## config.mk

```make
export PLATFORM = sky130hd
export DESIGN_NAME = fsm_game
export DESIGN_NICKNAME = d
export VERILOG_FILES = /design/src/rtl/fsm_game_pkg.sv /design/src/rtl/fsm_game.sv
export SDC_FILE = /design/constraint.sdc
export NUM_CORES = 1
export LEC_CHECK = 0
export BUFFER_PORTS_ARGS = -buffer_cell sky130_fd_sc_hd__buf_2
export CAP_MARGIN = 40
export CORE_AREA = 2 2 39 41
export CTS_CLUSTER_SIZE = 40
export DETAILED_ROUTE_END_ITERATION = 10
export DIE_AREA = 0 0 41 43
export GPL_TIMING_DRIVEN = 0
export HOLD_SLACK_MARGIN = 0.05
export PLACE_DENSITY = 0.51
export SETUP_SLACK_MARGIN = 0.1
export SLEW_MARGIN = 0
export SYNTH_ARGS = -nofsm -noshare
export SYNTH_HDL_FRONTEND = slang
export SYNTH_SLANG_ARGS = --single-unit
```

## constraint.sdc

```tcl
create_clock -name clk -period 2 [get_ports clk]
set_clock_uncertainty 0.15 [all_clocks]
set_input_delay 0.3 -clock clk [delete_from_list [all_inputs] [get_ports clk]]
set_output_delay 0.3 -clock clk [all_outputs]
set_load 0.005 [all_outputs]
```

## src/rtl/fsm_game_pkg.sv

```systemverilog
// Shared types for the battleship game-flow controller.
package fsm_game_pkg;

  // One encoding (3'd7) is left unused; the FSM steers it back to DECISION.
  typedef enum logic [2:0] {
    DECISION    = 3'd0,
    COLOCATION  = 3'd1,
    SETUP       = 3'd2,
    PLAYER_TURN = 3'd3,
    PC_TURN     = 3'd4,
    VICTORY     = 3'd5,
    DEFEAT      = 3'd6
  } state_t;

  localparam state_t RESET_STATE = DECISION;

endpackage

```

## src/rtl/fsm_game.sv

```systemverilog
// Game-flow controller for the battleship VGA game: Moore FSM that walks
// through ship-count decision, placement, setup and alternating turns,
// ending in victory or defeat. Outputs are one-hot phase indicators.
//
// state       | meaning
// ------------+-----------------------------------------------
// DECISION    | player choosing how many ships to play with
// COLOCATION  | player placing ships on the board
// SETUP       | board and PC fleet being prepared
// PLAYER_TURN | waiting for the player's shot
// PC_TURN     | waiting for the PC's shot
// VICTORY     | all PC ships sunk; terminal until reset
// DEFEAT      | all player ships sunk; terminal until reset
module fsm_game
  import fsm_game_pkg::*;
(
  input  logic clk,
  input  logic rst,
  input  logic ships_decided,
  input  logic finished_placing,
  input  logic finished_setUp,
  input  logic player_has_move,
  input  logic pc_ships_zero,
  input  logic pc_has_move,
  input  logic player_ships_zero,
  output logic setup_State,
  output logic decision_State,
  output logic colocation_ships_State,
  output logic player_turn_State,
  output logic pc_turn_State,
  output logic is_victory_State,
  output logic is_defeat_State
);

  state_t r_state;
  state_t w_next;

  // State register; reset is asynchronous so a mid-game reset takes effect at once.
  always_ff @(posedge clk or posedge rst) begin
    if (rst) r_state <= RESET_STATE;
    else     r_state <= w_next;
  end

  // Next-state logic: hold by default, one transition per edge at most.
  // In the turn states, end-of-game checks win over shots, and a
  // simultaneous wipe-out of both fleets counts as a player win.
  always_comb begin
    w_next = r_state;
    case (r_state)
      DECISION:    if (ships_decided)    w_next = COLOCATION;
      COLOCATION:  if (finished_placing) w_next = SETUP;
      SETUP:       if (finished_setUp)   w_next = PLAYER_TURN;
      PLAYER_TURN: begin
        if      (pc_ships_zero)     w_next = VICTORY;
        else if (player_ships_zero) w_next = DEFEAT;
        else if (player_has_move)   w_next = PC_TURN;
      end
      PC_TURN: begin
        if      (pc_ships_zero)     w_next = VICTORY;
        else if (player_ships_zero) w_next = DEFEAT;
        else if (pc_has_move)       w_next = PLAYER_TURN;
      end
      VICTORY:     w_next = VICTORY;
      DEFEAT:      w_next = DEFEAT;
      default:     w_next = DECISION;
    endcase
  end

  // Output decode straight from the state register; the unused encoding
  // shows DECISION so the outputs stay one-hot while it recovers.
  always_comb begin
    decision_State         = 1'b0;
    colocation_ships_State = 1'b0;
    setup_State            = 1'b0;
    player_turn_State      = 1'b0;
    pc_turn_State          = 1'b0;
    is_victory_State       = 1'b0;
    is_defeat_State        = 1'b0;
    case (r_state)
      DECISION:    decision_State         = 1'b1;
      COLOCATION:  colocation_ships_State = 1'b1;
      SETUP:       setup_State            = 1'b1;
      PLAYER_TURN: player_turn_State      = 1'b1;
      PC_TURN:     pc_turn_State          = 1'b1;
      VICTORY:     is_victory_State       = 1'b1;
      DEFEAT:      is_defeat_State        = 1'b1;
      default:     decision_State         = 1'b1;
    endcase
  end

endmodule

```

* Word level (Yosys, flattened, before mapping)
Index checks and enable logic that the tools add are counted.
** Operators by class
- Equality and inequality tests :: 11
- Mux-type cells :: 17
- Reduce and logical (&&, ||, !) cells :: 3
** Operators with widths (count)
- $mux W3 :: 9
- $pmux W3 S7 :: 1
- $eq A3 B3 Y1 const B :: 3
- $ne A4 B4 Y1 const B :: 2
- $mux W1 :: 7
- $eq A3 B2 Y1 const B :: 2
- $ne A2 B2 Y1 const B :: 3
- $reduce_or A6 Y1 :: 1
- $reduce_and A5 Y1 :: 1
- $eq A3 B1 Y1 const B :: 1
- $logic_not A3 Y1 :: 1
** Word-level totals
- Bits in registers :: 3
- Input bits :: 9
- Output and inout bits :: 7
- Logic and storage cells :: 32

* Logic depth before layout (Yosys ltp)
- Depth after elaboration :: 4
- Gate-level depth with buffers :: 5
- Mapped depth without buffers :: 4

* Least setup slack after synthesis
Ideal clock, no wire load.
- Path kind :: register to register
- Start point :: register r_state[0]
- End point :: register r_state[0]
- Library setup time :: 0.128 ns
- Arrival :: 1.247 ns
- Data required time :: 1.722 ns
- Path slack :: 0.475 ns
- Cell stages (with the launch flop) :: 5
- Path buffers :: 1
- Clock period less this slack :: 1.525 ns
- Cell sequence :: dfrtp_1 -> buf_6 -> mux2_2 -> o221ai_2 -> mux2_1
** On the way
- Word-level cells in the longest chain between the ends :: 3
- Elaborated cells on any way between the ends :: 14
- Classes of those cells :: 11 x eq/ne; 1 x mux; 2 x reduce/logical
** Ends and longest elaborated chain
- start: declaration :: RTL line fsm_game.sv:35 : state_t r_state;
- start signal: assignment :: RTL line fsm_game.sv:41 : else r_state <= w_next;
- $eq A3 B3 Y1, or another cell as far along :: RTL line fsm_game.sv:49 : case (r_state)
- $ne A4 B4 Y1 (no source line) / $ne A2 B2 Y1 (equally long branches)
- $reduce_and A5 Y1 (no source line)
Parallel ways exist; a longest one is shown, timed or not.
A chain may end at the register's enable or synchronous reset.

* Final worst setup path
- Start point :: register r_state[1]
- End point :: output decision_State
** On the way
- Word-level cells in the longest chain between the ends :: 3
- Elaborated cells on any way between the ends :: 8
- Classes of those cells :: 6 x eq/ne; 1 x mux; 1 x reduce/logical
** Ends and longest elaborated chain
- $eq A3 B3 Y1, or another cell as far along :: RTL line fsm_game.sv:79 : case (r_state)
- $reduce_or A6 Y1 (no source line) *
- $mux W1 * :: RTL line fsm_game.sv:79
- end: declaration :: RTL line fsm_game.sv:27 : output logic decision_State,
Every way passes the cells marked *; elsewhere a longest branch is shown, timed or not.

==> results.ini <==
[global_route]
antenna_found_initial=0
grt.total_usage_pct=9.54
grt_max_degree=11
grt.met3_usage_pct=3.14
top_usage_layer=met1
grt_util_met2_pct=10.6
grt_pass1_wl_um=1140
grt_util_met1_pct=15.8
grt_remaining_overflow=0
grt_pass1_vias=267

[power]
power.density_nw_per_um2=1430
intPower_mw=0.374
swShare_pct=43.1
clockPowerShare_pct=15.9
ir_drop_mv=0.381
power_mw=0.657
comb_power_share_pct=68.2
seqPwrFrac_pct=15.9
p_sw_mw=0.283
power.leakage_nw=0.225

[worst_setup_path]
start_kind=flop
cp.arrival_ns=1.26
crit_required_ns=1.55
endpoint_kind=output pin
worstSetupPathType=reg -> out
crit_fanout=9

[placed_design]
placed_cell_area_um2=427
dp_cells=73
dp_slack_ns=0.363
gp_congestion=0.712
portBuffers=15
dp_hpwl_um=599

[route]
wl_per_cell_um=9.92
post_drt_via_cell_ratio=4.52
num_vias=348
ant_nets=0
drc=0
drt-pass1-iter-count=4
totalWireLength_um=764
first_iter_violations=6

[sta]
finalSetupTns_ns=0
hold_viol_final=0
setup_slack_ns=0.285
slew_headroom_pct=75.4
rsz0062_at_grt=no
max_clock_freq_mhz=583
setup_viol=0
hold_slack_ns=0.285
period_share_pct=85.7
finalCriticalPeriod_ns=1.71
drv_slew=0
worst_pin_slew_ns=0.369

[clock_tree]
cts_tree=done
clkTransAtPathRegs_ns=0.04
clockBufferDepth=2
cts_made_buffers=3
post_cts_buffers=0
cts_resized=0
cts_root_buffer=clkbuf_4
clock_latency_ns=0.23
cts_sinks=3
htree_levels=1

[synthesis]
syn_inst=42
ys_seq_elements=3
synth_ff_type=dfrtp_1
synthesis.nets=51
synthDistinctLibCells=24
synthesis.area_um2=332
synth_warnings=0
synth_edf_count=0
async_reset_ff_share_pct=100
yosysSeqAreaShare_pct=22.6
avgSynthCellArea_um2=7.89

[floorplanning]
start_util_pct=24.0
dieArea_um2=1760
rows=14
ios=16
die_h_um=43
dieWidth_um=41
design.core.area_um2=1380

[cells_and_area]
largest_reg_flops=3
largest-register=r_state
utilization_pct=33.2
fin_cells=77
antenna_cells=0
largestRegisters=r_state x3
design_area_um2=459
layout-drive-gt1-share_pct=41.0
layout.nets=71
area_growth_pct=38.5
nFillCells=152

[hold_path]
min_path_type=in -> reg

[status]
status=complete, no violations

[flow_run]
maxCapViolations=0

## critical path, cell delays in order, from the launching register on
cell     delay, ns
dfrtp_1       0.35
buf_4         0.16
inv_2         0.12
nand2_1       0.10
o21ai_0       0.17
buf_2         0.14
## final timing paths
check	from	to	slack, ns	cells past startpoint
worst max-delay path	r_state[1]	decision_State	0.29	5
worst min-delay path	finished_setUp	r_state[0]	0.29	3
worst max register to register	r_state[0]	r_state[0]	0.37	4
worst min register to register	r_state[1]	r_state[2]	0.46	2
max in group asynchronous	rst	r_state[2]	1.25	3
min in group asynchronous	rst	r_state[0]	0.32	3
## cell families after synthesis
| logic type | after synthesis | synth area share (%) |
|---|---|---|
| flops | 3 | 22.6 |
| simple gates | 15 | 28.7 |
| buf+inv | 9 | 13.6 |
| mux | 2 | 6.79 |
| compound gates | 13 | 28.3 |
## Yosys cell counts, types with 2 or more instances
cell type  count  share of area [%]
nand2_1        3                3.4
clkbuf_1       2                2.3
a21oi_1        4                6.0
dfrtp_1        3                 23
nor3_1         3                4.5
inv_1          4                4.5
nand3_1        3                4.5
and3_1         2                3.8
o21ai_0        3                4.5
## power groups by stage
| stage | Clock, mW | Combinational, mW | Sequential [mW] |
|---|---|---|---|
| floorplan | 0 | 0.336 | 0.104 |
| global placement | 0 | 0.464 | 0.106 |
| detailed placement | 0 | 0.454 | 0.106 |
| CTS | 0.110 | 0.456 | 0.105 |
| global route | 0.117 | 0.501 | 0.109 |
| finish | 0.105 | 0.448 | 0.104 |
## per-layer routing
| layer | vias up | wire length (um) |
|---|---|---|
| met1 | 136 | 405 |
| met3 | 0 | 69 |
| met4 | 0 | 0 |
| met5 | - | 0 |
| met2 | 15 | 289 |
| li1 | 197 | - |
## placed cells by master, fill, tap and decap left out, drive strengths merged
cell type | netlist | layout
a2bb2oi | 1 | 1
a311oi | 1 | 1
o311a | 1 | 1
nand2 | 3 | 3
nor3 | 3 | 3
dlygate4sd3 | 0 | 1
buf | 2 | 17
mux2 | 2 | 2
or4b | 1 | 1
or3 | 1 | 1
nor3b | 2 | 2
dfrtp | 3 | 3
a21oi | 4 | 4
clkbuf | 2 | 5
nand3 | 3 | 3
o211ai | 1 | 1
inv | 5 | 5
o221ai | 2 | 2
o21ai | 3 | 3
and3 | 2 | 2
## layout make-up
type / instances / area (um^2) / share of cell area [%]
tap: 16 / 20.0 / 4.36
buffer: 3 / 22.5 / 4.90
sequential: 3 / 75.1 / 16.3
multi-input combinational: 30 / 211 / 46.0
clock buffer: 4 / 26.3 / 5.72
inverter: 5 / 18.8 / 4.09
timing repair buffer: 16 / 85.1 / 18.5
## timing repair
action,4_1_cts,5_1_grt
hold buffers,1,0
endpoints found under the setup margin,0,1
endpoints found under the hold margin,3,0
Note: power is estimated with default switching activity, not from simulation.
